[config.mk]
export PLATFORM = sky130hd
export DESIGN_NAME = spi_sequencer
export DESIGN_NICKNAME = d
export VERILOG_FILES = /design/src/rtl/spi_sequencer.sv
export SDC_FILE = /design/constraint.sdc
export NUM_CORES = 1
export LEC_CHECK = 0
export CORE_MARGIN = 3
export CORE_UTILIZATION = 30
export CTS_CLUSTER_SIZE = 12
export DETAILED_ROUTE_END_ITERATION = 7
export GPL_ROUTABILITY_DRIVEN = 0
export REMOVE_ABC_BUFFERS = 1
export SETUP_SLACK_MARGIN = 0.1
export SLEW_MARGIN = 20
export SYNTH_ARGS = -nofsm -noshare
export SYNTH_HDL_FRONTEND = slang
export SYNTH_SLANG_ARGS = --single-unit
export TNS_END_PERCENT = 10
[constraint.sdc]
create_clock -name clock -period 1.9 [get_ports clock]
set_input_delay 0.19 -clock clock [delete_from_list [all_inputs] [get_ports clock]]
set_output_delay 0.19 -clock clock [all_outputs]
set_load 0.03 [all_outputs]
[src/rtl/spi_sequencer.sv]
// spi_sequencer: byte-wide SPI master for the SBC PIO space.
// One host write starts an 8-bit MSB-first exchange in any CPOL/CPHA mode,
// with SCLK half-period H = 2^cfg_div clock cycles.
//
// state | meaning
// IDLE  | SCLK follows cfg_cpol, waiting for wr_data
// SHIFT | 16 SCLK edges, drive/sample MOSI/MISO per CPHA
// DONE  | publish rx_data, drop busy, set done, pulse irq
module spi_sequencer #(
  parameter int DIV_W = 3
) (
  input  logic             clock,
  input  logic             reset,
  input  logic             wr_data,
  input  logic [7:0]       din,
  input  logic [DIV_W-1:0] cfg_div,
  input  logic             cfg_cpol,
  input  logic             cfg_cpha,
  input  logic             status_clear,
  input  logic             spi_miso,
  output logic             spi_sclk,
  output logic             spi_mosi,
  output logic [7:0]       rx_data,
  output logic             busy,
  output logic             done,
  output logic             overrun,
  output logic             irq
);

  // Wide enough to hold H-1 for the largest divider select.
  localparam int CNT_W = (1 << DIV_W) - 1;

  typedef enum logic [1:0] {
    IDLE  = 2'd0,
    SHIFT = 2'd1,
    DONE  = 2'd2
  } state_t;

  state_t           state_q, state_d;
  logic [CNT_W-1:0] half_cnt;
  logic [4:0]       edge_cnt;
  logic [DIV_W-1:0] div_q;
  logic             cpha_q;
  logic [7:0]       tx_sr;
  logic [7:0]       rx_sr;
  logic             half_tc;
  logic             last_edge;
  logic             lead_edge;
  logic             sample_edge;

  // Reload value H-1 = 2^d - 1, i.e. the low d bits set.
  function automatic logic [CNT_W-1:0] half_last(input logic [DIV_W-1:0] d);
    half_last = '0;
    for (int i = 0; i < CNT_W; i++) begin
      if (i < int'(d)) half_last[i] = 1'b1;
    end
  endfunction

  // Half-period timer is a down-counter; terminal count at zero toggles SCLK.
  assign half_tc     = (half_cnt == '0);
  // edge_cnt holds edges already made, so the upcoming edge k = edge_cnt+1.
  assign last_edge   = (edge_cnt == 5'd15);
  assign lead_edge   = ~edge_cnt[0];
  // Leading edges sample for CPHA=0, trailing edges sample for CPHA=1.
  assign sample_edge = lead_edge ^ cpha_q;

  // State register.
  always_ff @(posedge clock) begin
    if (reset) state_q <= IDLE;
    else       state_q <= state_d;
  end

  // Next-state decode.
  always_comb begin
    state_d = state_q;
    case (state_q)
      IDLE:    if (wr_data) state_d = SHIFT;
      SHIFT:   if (half_tc && last_edge) state_d = DONE;
      DONE:    state_d = IDLE;
      default: state_d = IDLE;
    endcase
  end

  // Datapath, serial outputs and status flags.
  always_ff @(posedge clock) begin
    if (reset) begin
      spi_sclk <= 1'b0;
      spi_mosi <= 1'b1;
      rx_data  <= '0;
      busy     <= 1'b0;
      done     <= 1'b0;
      overrun  <= 1'b0;
      irq      <= 1'b0;
      half_cnt <= '0;
      edge_cnt <= '0;
      div_q    <= '0;
      cpha_q   <= 1'b0;
      tx_sr    <= '0;
      rx_sr    <= '0;
    end else begin
      irq <= 1'b0;
      case (state_q)
        IDLE: begin
          spi_sclk <= cfg_cpol;
          if (wr_data) begin
            busy     <= 1'b1;
            div_q    <= cfg_div;
            cpha_q   <= cfg_cpha;
            half_cnt <= half_last(cfg_div);
            edge_cnt <= '0;
            rx_sr    <= '0;
            if (!cfg_cpha) begin
              spi_mosi <= din[7];
              tx_sr    <= {din[6:0], 1'b0};
            end else begin
              tx_sr    <= din;
            end
          end
        end
        SHIFT: begin
          if (half_tc) begin
            half_cnt <= half_last(div_q);
            spi_sclk <= ~spi_sclk;
            edge_cnt <= edge_cnt + 5'd1;
            if (sample_edge) begin
              rx_sr <= {rx_sr[6:0], spi_miso};
            end else if (!last_edge) begin
              spi_mosi <= tx_sr[7];
              tx_sr    <= {tx_sr[6:0], 1'b0};
            end
          end else begin
            half_cnt <= half_cnt - CNT_W'(1);
          end
        end
        DONE: begin
          rx_data <= rx_sr;
          busy    <= 1'b0;
          irq     <= 1'b1;
        end
        default: ;
      endcase

      // Set events take priority over status_clear.
      if (state_q == DONE) done <= 1'b1;
      else if (status_clear) done <= 1'b0;

      if (wr_data && busy) overrun <= 1'b1;
      else if (status_clear) overrun <= 1'b0;
    end
  end

endmodule

Word level (Yosys, flattened, before mapping). Index checks and enable logic that the tools add are counted.

Magnitude comparators: 14. $add $sub $neg: 2. Bitwise logic cells: 3. Reductions and logical operators: 17. Muxes and demuxes: 47. Equal/unequal tests: 10.

Operators by type and width (count): 8-bit two-way mux (8); 8-bit one-hot mux with 2 select lines (2); 1-bit two-way mux (25); 3-bit less-than comparator (first input constant) (6); 7-bit two-way mux (2); 2-bit inequality test (second input constant) (7); 7-bit one-hot mux with 2 select lines (1); 1-bit by 3-bit less-than comparator with 1-bit output (first input constant) (4); 2-bit by 3-bit less-than comparator with 1-bit output (first input constant) (4); 5-bit two-way mux (2); 5-bit one-hot mux with 2 select lines (1); 2-bit AND reduction (5); 2-bit nonzero test (4); 7-bit logical NOT (1); 7-bit by 1-bit subtractor with 7-bit output (second input constant) (1); 1-bit one-hot mux with 2 select lines (3); 6-bit AND reduction (1); 5-bit by 1-bit adder with 5-bit output (second input constant) (1); 5-bit by 4-bit == test with 1-bit output (second input constant) (1); 5-bit AND reduction (1); 2-bit two-way mux (2); 2-bit one-hot mux with 2 select lines (1); 4-bit AND reduction (1); 3-bit AND reduction (1); other kinds (6) (8).

Word-level logic and storage cells: 107. Output and inout bits: 14. Bits in registers: 48. Input bits: 18.

Longest topological paths before layout.
Depth in word-level cells: 5. Mapped depth: 8. Depth with buffers taken out: 7.

Worst setup path after synthesis. OpenSTA, ideal clock, no wires.

Path kind: reg2reg. Start point: register edge_cnt[0]. End point: register tx_sr[3]. Path buffers: 1. Cell stages (with the launch flop): 9. Setup slack: 6 ps. Arrival: 1823 ps. Required time: 1830 ps. Clock period less this slack: 1894 ps. Setup time: 70 ps. Cell sequence: dfxtp_1 > ha_1 > and3_1 > ha_1 > inv_1 > a21oi_1 > buf_2 > or4_1 > a21oi_1.

Word-level cells in the longest chain between the ends: 4. Elaborated cells between the ends (all ways): 6. Classes of those cells: 3 x eq/ne; 2 x bitwise; 1 x reduce/logical.

Ends and longest elaborated chain: from (decl) (line 41) `logic [4:0] edge_cnt;`; from (signal assigned) (line 124) `edge_cnt <= edge_cnt + 5'd1;`; parallel branches: the longest is 3 deep, another holds 5-bit by 4-bit == test with 1-bit output; 5-bit AND reduction (no source line) *; to (signal assigned) (line 114) `tx_sr <= {din[6:0], 1'b0};`; to (signal assigned) (line 116) `tx_sr <= din;`; to (signal assigned) (line 129) `tx_sr <= {tx_sr[6:0], 1'b0};`; to (decl) (line 44) `logic [7:0] tx_sr;`.

Every way passes the cells marked *. A chain may end at the register's enable or synchronous reset.

Worst setup path in the final report.
Start point: register half_cnt[1]. End point: register tx_sr[5].

Word-level cells in the longest chain between the ends: 3.

Ends and longest elaborated chain: from (decl) (line 40) `logic [CNT_W-1:0] half_cnt;`; from (signal assigned) (line 109) `half_cnt <= half_last(cfg_div);`; from (signal assigned) (line 122) `half_cnt <= half_last(div_q);`; from (signal assigned) (line 132) `half_cnt <= half_cnt - CNT_W'(1);`; 7-bit logical NOT (line 60) `assign half_tc = (half_cnt == '0);`; 2-bit inequality test (no source line); 5-bit AND reduction (no source line).

No other way between the ends.

==> flow_summary_export.csv <==
group,metric,value,unit
worst_setup_path,worstRegToRegCells,7,
synth,ys_types,47,
routing,wire_per_inst,14.8,um
worst_setup_path,cp-end-kind,"flop",
sta,finalCritPeriodShare,93.9,%
finish,area_delta_synth_final,37.3,%
floorplan,start_util,31.6,%
sta,final_hold_viol_count,0,
outcome,status,"finished, final reports clean",
global_route,grt_first_pass_wirelength,10.6,mm
placed_design,port_buffers,31,
finish,antenna_cells,0,
sta,worstMarginPinSlew,518,ps
worst_setup_path,critPathLaunchType,"flop",
synth,async_reset_ff_share,0,%
worst_setup_path,cp_max_fo,7,
placed_design,dpl.hpwl,4.40,mm
floorplan,die_w,94.1,um
synth,ys_seq_area_share,41.3,%
routing,wl,6.51,mm
sta,min_period,1780,ps
synth,synth_edf_count,0,
finish,final_net_count,363,
floorplan,core_region_area,7370,um2
worst_hold_path,holdPathEnd,"rx_data[4]$_SDFFE_PP0P_",
worst_setup_path,rr_startpoint,"half_cnt[1]$_SDFFE_PP0P_",
worst_setup_path,cp.required,2150,ps
global_route,globalRouteOverflowTotal,0,
worst_setup_path,path_delay_family,"simple AND/OR/NAND/NOR gates",
worst_setup_path,regToRegSetupSlack,120,ps
sta,slew_viol_final,0,
finish,drive_above_1_share,23.4,%
sta,clock_skew,6.56,ps
worst_setup_path,arrival,2030,ps
synth,syn_avg_cell_area,8.22,um2
global_route,grt_start_max_net_pins,28,
worst_hold_path,hold_path.class,"flop to flop",
routing,viasPerCell,5.26,
routing,via_count,2319,
sta,setup_violations,0,
worst_setup_path,path_buf_inv,2,
floorplan,die_h,94.1,um
clock_network,cts_htree_levels,2,
pwr,p_leak,1.16,nW
global_route,grt_pass1_vias,2212,
clock_network,clock_sinks,48,
floorplan,io_pins,32,
routing,antenna_left,0,
clock_network,path_clk_slew,100,ps
clock_network,root_buffer,"clkbuf_8",
sta,rsz0062_at_grt,"true",
synth,synth_top_area_cell,"dfxtp_1",
sta,holdWs,460,ps
worst_setup_path,max_stage_delay,570,ps
floorplan,die_area,8850,um2
clock_network,cts_buffers,5,
worst_setup_path,worstSetupPathType,"flop to flop",
finish,final_area,3190,um2
sta,max_slew_margin,65.4,%
routing,dr.pass1.iters,4,
routing,drc,0,
worst_hold_path,hold_start,"rx_data[4]$_SDFFE_PP0P_",
finish,fin_util,43.3,%
synth,synth_top_area_share,41.3,%
worst_setup_path,r2r-end,"tx_sr[5]$_SDFFE_PP0P_",
global_route,grt_antenna_before_repair,0,
clock_network,postCtsHoldBufs,0,
worst_setup_path,critPathSlowestCell,"or4_4",
floorplan,rows,31,
routing,drt_first_iter_violations,90,
synth,yosys-top-cells-area,"dfxtp_1 (41%), a21oi_1 (7.7%), nand2_1 (5.3%), nor2_1 (3.9%), a22o_1 (3.0%)",
pwr,power_density,743,nW/um2
pwr,peakVddDrop,0.000298,V
sta,fin_tns_setup,0,ps
clock_network,clk_path_buf_depth,2,
clock_network,cts_tree,"built",
synth,ys_seq_elements,48,
synth,ys.flop_type,"dfxtp_1",
sta,clock.fmax,560,MHz
synth,yosysWarnings,0,
synth,synthesis.area,2330,um2
clock_network,clk_latency,310,ps
synth,netlist_instances,283,
run,cap_violations,0,
worst_hold_path,worstHoldPathCells,2,
placed_design,place_area,2900,um2
global_route,grt_usage,15.0,%
worst_setup_path,crit_chain,"inv_2 > ha_4 > nor3b_4 > buf_6 > a31oi_4 > or4_4 > a21oi_2",
-- registers in the layout, indices dropped and copies added (netlist names), 2 cells and up --
name and count:
rx_sr 8, half_cnt 7, rx_data 8, edge_cnt 5, state_q 2, div_q 3, tx_sr 8
-- how the worst max path moves through the flow --
stage,start,end,cells after the start
3_5_place_dp,wr_data,rx_sr[6]$_SDFFE_PP0P_,5
3_3_place_gp,wr_data,rx_sr[4]$_SDFFE_PP0P_,5
2_1_floorplan,state_q[0]$_SDFFE_PP0P_,tx_sr[1]$_SDFFE_PP0P_,4
5_1_grt,half_cnt[1]$_SDFFE_PP0P_,tx_sr[2]$_SDFFE_PP0P_,7
4_1_cts,edge_cnt[0]$_SDFFE_PP0P_,tx_sr[4]$_SDFFE_PP0P_,7
6_report,half_cnt[1]$_SDFFE_PP0P_,tx_sr[5]$_SDFFE_PP0P_,7
-- what timing repair did --
| action | in CTS | in global routing |
|---|---|---|
| gates cloned | 1 | 0 |
| endpoints found under the setup margin | 18 | 24 |
| pin swaps | 1 | 8 |
| buffers inserted | 3 | 5 |
| gates resized for setup | 8 | 28 |
-- synthesized netlist by cell type (all sizes together), types with 2 or more instances --
| library cell | instances |
|---|---|
| or4 | 7 |
| a21oi | 36 |
| mux2i | 3 |
| xor2 | 2 |
| clkbuf | 12 |
| a211oi | 8 |
| nor2b | 10 |
| nand2b | 4 |
| o311ai | 2 |
| a22o | 8 |
| nor2 | 24 |
| a31oi | 4 |
| ha | 4 |
| nor4 | 4 |
| or3 | 2 |
| nor3b | 2 |
| dfxtp | 48 |
| nor3 | 10 |
| and3 | 3 |
| o21ai | 14 |
| inv | 8 |
| buf | 6 |
| nand3 | 4 |
| or3b | 2 |
| o21a | 2 |
| a22oi | 2 |
| xnor2 | 3 |
| nand2 | 34 |
| o22ai | 2 |
| nand4 | 3 |
-- cell usage in the layout, fill, tap and decap left out, types with 3 or more instances in the layout --
cell / instances
mux2i_1: 3
buf_4: 34
o21ai_0: 14
nor2_1: 24
dfxtp_2: 6
clkbuf_8: 5
dfxtp_1: 42
a22o_1: 8
inv_2: 3
nand3_1: 3
buf_6: 3
nand2b_1: 4
clkdlybuf4s50_1: 31
xnor2_1: 3
inv_1: 5
nand4_1: 3
nor3_1: 7
nor4_1: 4
or4_4: 4
nand2_1: 33
nor2b_1: 9
a31oi_1: 3
or4_1: 3
a211oi_1: 8
a21oi_2: 3
a21oi_1: 32
-- metal layers --
metal  GRT usage, %  up-vias  share of wire, %
li1               -     1139                 -
met1           20.3     1115                48
met2           22.9       51                45
met3           4.09       14               4.6
met4           4.81        0               2.2
met5              0        -                 0
-- metrics by stage --
step / std cells / worst slack (ps) / total power, mW
floorplan: 265 / -596 / 1.42
global placement: 424 / -97.5 / 1.64
detailed placement: 424 / -103 / 1.65
CTS: 436 / 59.0 / 2.33
global route: 441 / 49.2 / 2.50
finish: 441 / 115 / 2.37
-- layout make-up --
type | count | area [um2]
Clock inverter | 3 | 23.8
Multi-Input combinational cell | 210 | 1380
Sequential cell | 48 | 968
Inverter | 8 | 30.0
Tap cell | 99 | 124
Timing Repair Buffer | 68 | 599
Fill cell | 753 | 4180
Clock buffer | 5 | 68.8
-- report_power, final --
group	switching, mW	internal, mW	leakage [nW]
Sequential	0.0542	1.05	0.393
Combinational	0.320	0.307	0.722
Clock	0.378	0.261	0.0404
-- cell families (layout without fill, tap and decap cells) --
group           count (synthesis)  in the layout  synth area share (%)
xor+xnor                        5              5                  1.88
buf+inv                        26             84                  4.52
fa+ha+maj                       4              4                  2.15
compound gates                 87             88                  23.8
mux                             4              4                  1.78
flops                          48             48                  41.3
simple gates                  109            109                  24.5
-- tightest hold or removal path, stage by stage (launching register included) --
cell and delay (ps):
dfxtp_1 320, nand2_1 50, a21oi_1 50
Power figures use the tool's default switching activity.
